`src/rtl/axi_sram_rd_arbiter_pkg.sv`:
```
// Shared widths, R payload field offsets and FSM encoding for the SRAM read arbiter.
// AR payload {araddr[31:0], arid[3:0], arlen[7:0], arsize[2:0], arburst[1:0], arlock, arcache[3:0], arprot[2:0]}.
package axi_sram_rd_arbiter_pkg;
  localparam int AR_PAYLOAD_W = 57;
  localparam int R_PAYLOAD_W  = 39;   // {rdata[31:0], rid[3:0], rresp[1:0], rlast}
  localparam int R_RLAST_BIT  = 0;
  localparam int R_RDATA_LSB  = 7;

  typedef enum logic [1:0] {
    ARB_IDLE = 2'd0,
    ARB_ADDR = 2'd1,
    ARB_DATA = 2'd2
  } arb_state_e;
endpackage

```
`src/rtl/axi_rd_grant_sel.sv`:
```
// One-hot read grant between fetch (bit 0) and LSU (bit 1).
// ARB_ROUND_ROBIN_EN: ties go to the requester that did not win last; otherwise LSU always wins ties.
module axi_rd_grant_sel (
  input  logic       i_v0,
  input  logic       i_v1,
  input  logic       i_last_grant,
  output logic [1:0] o_gnt
);
  logic w_tie_s1;

`ifdef ARB_ROUND_ROBIN_EN
  assign w_tie_s1 = ~i_last_grant;
`else
  logic w_unused_last_grant;
  assign w_unused_last_grant = i_last_grant;
  assign w_tie_s1            = 1'b1;
`endif

  assign o_gnt[1] = i_v1 & (~i_v0 | w_tie_s1);
  assign o_gnt[0] = i_v0 & ~o_gnt[1];
endmodule

```
`src/rtl/axi_sram_rd_arbiter.sv`:
```
// 2:1 AXI read arbiter in front of the single-port SRAM bridge; one read outstanding at a time.
// Tie-break selected by ARB_ROUND_ROBIN_EN (see axi_rd_grant_sel).
module axi_sram_rd_arbiter
  import axi_sram_rd_arbiter_pkg::*;
#(
  parameter int AR_PW = AR_PAYLOAD_W,
  parameter int R_PW  = R_PAYLOAD_W
) (
  input  logic             aclk,
  input  logic             aresetn,
  input  logic             s0_arvalid,
  output logic             s0_arready,
  input  logic [AR_PW-1:0] s0_ar,
  output logic             s0_rvalid,
  input  logic             s0_rready,
  output logic [R_PW-1:0]  s0_r,
  input  logic             s1_arvalid,
  output logic             s1_arready,
  input  logic [AR_PW-1:0] s1_ar,
  output logic             s1_rvalid,
  input  logic             s1_rready,
  output logic [R_PW-1:0]  s1_r,
  output logic             m_arvalid,
  input  logic             m_arready,
  output logic [AR_PW-1:0] m_ar,
  input  logic             m_rvalid,
  output logic             m_rready,
  input  logic [R_PW-1:0]  m_r,
  input  logic             wr_inflight
);
  arb_state_e       r_state, w_next;
  logic             r_owner;
  logic             r_last_grant;
  logic [AR_PW-1:0] r_m_ar;
  logic [1:0]       w_gnt;
  logic             w_grant;

  axi_rd_grant_sel u_sel (
    .i_v0         (s0_arvalid),
    .i_v1         (s1_arvalid),
    .i_last_grant (r_last_grant),
    .o_gnt        (w_gnt)
  );

  // A grant is the AR handshake itself: the winner is always valid.
  assign w_grant = (r_state == ARB_IDLE) & ~wr_inflight & (s0_arvalid | s1_arvalid);

  always_ff @(posedge aclk or negedge aresetn) begin
    if (!aresetn) r_state <= ARB_IDLE;
    else          r_state <= w_next;
  end

  always_ff @(posedge aclk or negedge aresetn) begin
    if (!aresetn) begin
      r_owner      <= 1'b0;
      r_last_grant <= 1'b1;
      r_m_ar       <= '0;
    end else if (w_grant) begin
      r_owner      <= w_gnt[1];
      r_last_grant <= w_gnt[1];
      r_m_ar       <= w_gnt[1] ? s1_ar : s0_ar;
    end
  end

  always_comb begin
    w_next     = r_state;
    s0_arready = 1'b0;
    s1_arready = 1'b0;
    m_arvalid  = 1'b0;
    m_rready   = 1'b0;
    s0_rvalid  = 1'b0;
    s1_rvalid  = 1'b0;
    case (r_state)
      ARB_IDLE: begin
        s0_arready = ~wr_inflight & w_gnt[0];
        s1_arready = ~wr_inflight & w_gnt[1];
        if (w_grant) w_next = ARB_ADDR;
      end
      ARB_ADDR: begin
        m_arvalid = 1'b1;
        if (m_arready) w_next = ARB_DATA;
      end
      ARB_DATA: begin
        m_rready  = r_owner ? s1_rready : s0_rready;
        s0_rvalid = ~r_owner & m_rvalid;
        s1_rvalid = r_owner & m_rvalid;
        if (m_rvalid & m_rready & m_r[R_RLAST_BIT]) w_next = ARB_IDLE;
      end
      default: w_next = ARB_IDLE;
    endcase
  end

  assign m_ar = r_m_ar;
  assign s0_r = m_r;
  assign s1_r = m_r;
endmodule
```
`config.mk`:
```
export PLATFORM = sky130hd
export DESIGN_NAME = axi_sram_rd_arbiter
export DESIGN_NICKNAME = d
export VERILOG_FILES = /design/src/rtl/axi_sram_rd_arbiter_pkg.sv /design/src/rtl/axi_rd_grant_sel.sv /design/src/rtl/axi_sram_rd_arbiter.sv
export SDC_FILE = /design/constraint.sdc
export NUM_CORES = 1
export LEC_CHECK = 0
export CAP_MARGIN = 10
export CORE_AREA = 3 3 115 117
export CTS_BUF_LIST = sky130_fd_sc_hd__clkbuf_16
export CTS_CLUSTER_SIZE = 16
export DETAILED_ROUTE_END_ITERATION = 8
export DIE_AREA = 0 0 118 120
export HOLD_SLACK_MARGIN = 0.08
export PLACE_DENSITY_LB_ADDON = 0.08
export RECOVER_POWER = 25
export SKIP_LAST_GASP = 1
export SLEW_MARGIN = 20
export SYNTH_ARGS = -nofsm -noshare
export SYNTH_HDL_FRONTEND = slang
export SYNTH_HIERARCHICAL = 1
export SYNTH_SLANG_ARGS = --single-unit
```
`constraint.sdc`:
```
create_clock -name aclk -period 2.04 [get_ports aclk]
set_input_delay 0.204 -clock aclk [delete_from_list [all_inputs] [get_ports aclk]]
set_output_delay 0.204 -clock aclk [all_outputs]
set_load 0.1 [all_outputs]
```
### Word level (Yosys, flattened, before mapping)

Cells that the tools add are included.

* bits in registers: 60
* output and inout bits: 141
* word-level logic and storage cells: 35

* reduce and logical (&&, ||, !) cells: 2
* equal/unequal tests: 5
* muxes and demuxes: 12
* bitwise gates (word level): 13

Operators with widths (number)
* $mux W57: 1
* $and A1 B1 Y1: 9
* $mux W1: 7
* $mux W2: 3
* $ne A2 B2 Y1 const B: 3
* $pmux W2 S3: 1
* $not A1 Y1: 3
* $reduce_and A3 Y1: 1
* $eq A2 B1 Y1 const B: 1
* $eq A2 B2 Y1 const B: 1
* $logic_not A2 Y1: 1
* $or A1 B1 Y1: 1

### Logic depth before layout (Yosys ltp)

* depth after elaboration: 5
* depth in mapped cells: 5
* depth with buffers taken out: 3

### By module

Netlist, hierarchy kept.

By module, submodules not included
* axi_sram_rd_arbiter: instances 1, cells an instance 286, area an instance 3913.8 µm², sequential area each 1527.7 µm²
* axi_rd_grant_sel: instances 1, cells an instance 2, area an instance 21.3 µm², sequential area each 0.0 µm²

### Worst setup path before layout

OpenSTA, ideal clock, no wires.

* path type: register -> output
* from: register r_state[0]
* to: output m_rready
* setup slack: -0.039 ns
* arrival time: 1.875 ns
* data required time: 1.836 ns
* cell stages (with the launch flop): 3
* path through: dfrtp_1 or2b_1 nor2_1

* cells in the longest elaborated chain, start to end: 2

Ends and longest elaborated chain
* start, declared: line axi_sram_rd_arbiter.sv:31 `arb_state_e r_state, w_next;`
* start signal, assigned: line axi_sram_rd_arbiter.sv:50 `else r_state <= w_next;`
* $eq A2 B2 Y1: line axi_sram_rd_arbiter.sv:73 `case (r_state)`
* $mux W1: line axi_sram_rd_arbiter.sv:73
* end, declared: line axi_sram_rd_arbiter.sv:27 `output logic m_rready,`

Every way passes these cells.

### Final worst setup path

* from: register r_state[1]
* to: register r_m_ar[35] (netlist: m_ar[35])

* cells in the longest elaborated chain, start to end: 3

Ends and longest elaborated chain
* $logic_not A2 Y1: line axi_sram_rd_arbiter.sv:46 `assign w_grant = (r_state == ARB_IDLE) & ~wr_inflight & (s0_arvalid | s1_arvalid);`
* $and A1 B1 Y1 (2 in a row): line axi_sram_rd_arbiter.sv:46
* end signal, assigned: line axi_sram_rd_arbiter.sv:61 `r_m_ar <= w_gnt[1] ? s1_ar : s0_ar;`
* end, declared: line axi_sram_rd_arbiter.sv:34 `logic [AR_PW-1:0] r_m_ar;`

Every way passes these cells.
A chain may end at the register's enable or synchronous reset.

==> reports/qor.yml <==
run_status: "finished, final reports clean"
crit_arrival_ns: 1.78
numPortBuffers: 188
fin_skew_ns: 0.00302
syn_nets: 448
finalCriticalPeriod_ns: 1.58
dr.first_iter.drc_count: 90
seq_area_sq_um: 1500
cts_setup_buffers: 0
dr_total_vias: 2418
dr.pass1.iters: 4
cts_buffer_depth: 2
root_buffer: "clkbuf_16"
initial_core_util_pct: 31.2
grt_pass1_wl_um: 14300
relSlewSlack_pct: 52.4
vias_per_cell: 4.22
track_usage_pct: 12.8
slowest_delay_ns: 0.40
max_cap_viol_count: 0
tritoncts: "built"
grt_remaining_overflow: 0
max_freq_mhz: 632
core.rowCount: 41
final_max_slew_viol_count: 0
antenna_found_initial: 0
cts_num_sinks: 60
setup_tns_ns: 0
routed_wl_um: 9220
grt_max_degree: 33
diodes: 0
setup_viol: 0
htree_num_levels: 3
clkTransAtPathRegs_ns: 0.05
final_net_count: 560
rsz0062_at_grt: "false"
critPathLaunchType: "register"
drive_gt1_share_pct: 50.6
grt_pass1_vias: 2693
yosysWarnings: 6
path_cells: "nor3_2 > o21a_4 > buf_12 > mux2_4"
hold_viol: 0
regToRegSetupSlack_ns: 0.46
place_inst: 558
die_h_um: 120
post-route-period-util_pct: 77.6
hold_class: "primary input to output port"
place_ws_ns: 0.301
worst_slew_pin_slew_ns: 0.714
path_class: "register to register"
io-pin-count: 303
multiInputGateArea_sq_um: 1640
netlist_area_sq_um: 3890
end_kind: "register"
core-area_sq_um: 12500
crit_required_ns: 2.23
fill_cells: 1160
dieArea_sq_um: 14200
slowest_stage: "dfrtp_1"
cp_max_fo: 30
finalNonFillerCells: 573
dp_hpwl_um: 7150
syn_inst: 286
final_area_sq_um: 5550
area_delta_synth_final_pct: 42.6
syn_avg_cell_area_sq_um: 13.6
placed_cell_area_sq_um: 5270
drc_errors: 0
die_w_um: 118
cts_buffers: 9
worst_slack_ns: 0.458
post_drt_wl_per_cell_um: 16.1
detail-route-antenna-nets: 0
gp_congestion: 0.688
clock_latency_ns: 0.31
final timing paths:
check | from | endpoint | depth (start not counted)
worst max-delay path | r_state[1] | m_ar[35] | 4
worst min-delay path | m_r[5] | s0_r[5] | 0
worst max register to register | r_state[1] | m_ar[35] | 4
worst min register to register | m_ar[34] | m_ar[34] | 1
max in group asynchronous | aresetn | m_ar[13] | 3
min in group asynchronous | aresetn | m_ar[21] | 2
worst max-delay path: cells and delay by family (launching register included):
family | cells | cell delay (ns)
flops | 1 | 0.40
mux | 1 | 0.33
simple gates | 1 | 0.26
buf+inv | 1 | 0.24
compound gates | 1 | 0.20
timing repair:
| action | in CTS | in global routing |
|---|---|---|
| endpoints found under the hold margin | 28 | 0 |
| hold buffers | 1 | 0 |
| resized for setup | 0 | 0 |
flip-flops by register name, indices dropped and copies added, names as in the netlist:
signal,flops
m_ar,57
r_state,2
r_owner,1
per-stage QoR:
step                util [%]  hold slack, ns
floorplan                  -         -0.0916
global placement        42.3           0.304
detailed placement      42.3           0.303
CTS                     44.5           0.409
global route            44.5           0.408
finish                  44.5           0.408
placed cells by master, fill, tap and decap left out:
cell             instances
clkinv_2                 1
o2bb2ai_1                1
clkinv_1                 2
inv_1                    2
nor2_1                   2
clkdlybuf4s50_1        121
buf_4                   57
and2_2                   1
and3_1                   1
mux2_4                  58
nand2_1                  2
nor2b_4                  1
buf_12                  13
dfrtp_1                 60
buf_2                    2
nor2_2                   1
a21o_1                   1
bufinv_16                1
mux2i_1                  1
and2b_1                  1
clkbuf_16                9
mux2_2                  57
dlygate4sd3_1            1
nor3_2                   1
or2b_1                   1
o21a_4                   1
and2_1                   1
nor2b_1                  1
layout make-up:
| type | count | area share [%] |
|---|---|---|
| clock inverters | 5 | 0.834 |
| repair buffers | 194 | 34.6 |
| well taps | 172 | 3.88 |
| flip-flops and latches | 60 | 27.0 |
| clock buffers | 9 | 4.06 |
| multi-input cells | 132 | 29.5 |
| inverters | 1 | 0.0676 |
routing by layer:
metal	share of wire [%]	global-route usage (%)	vias up
li1	-	-	1119
met1	36	13.2	1121
met2	50	22.4	167
met3	12	7.02	11
met4	1.3	4.18	0
met5	0	0	-
Power is not shown: default switching activity piles up to over one toggle a cycle in this logic, so the estimate is an artifact.
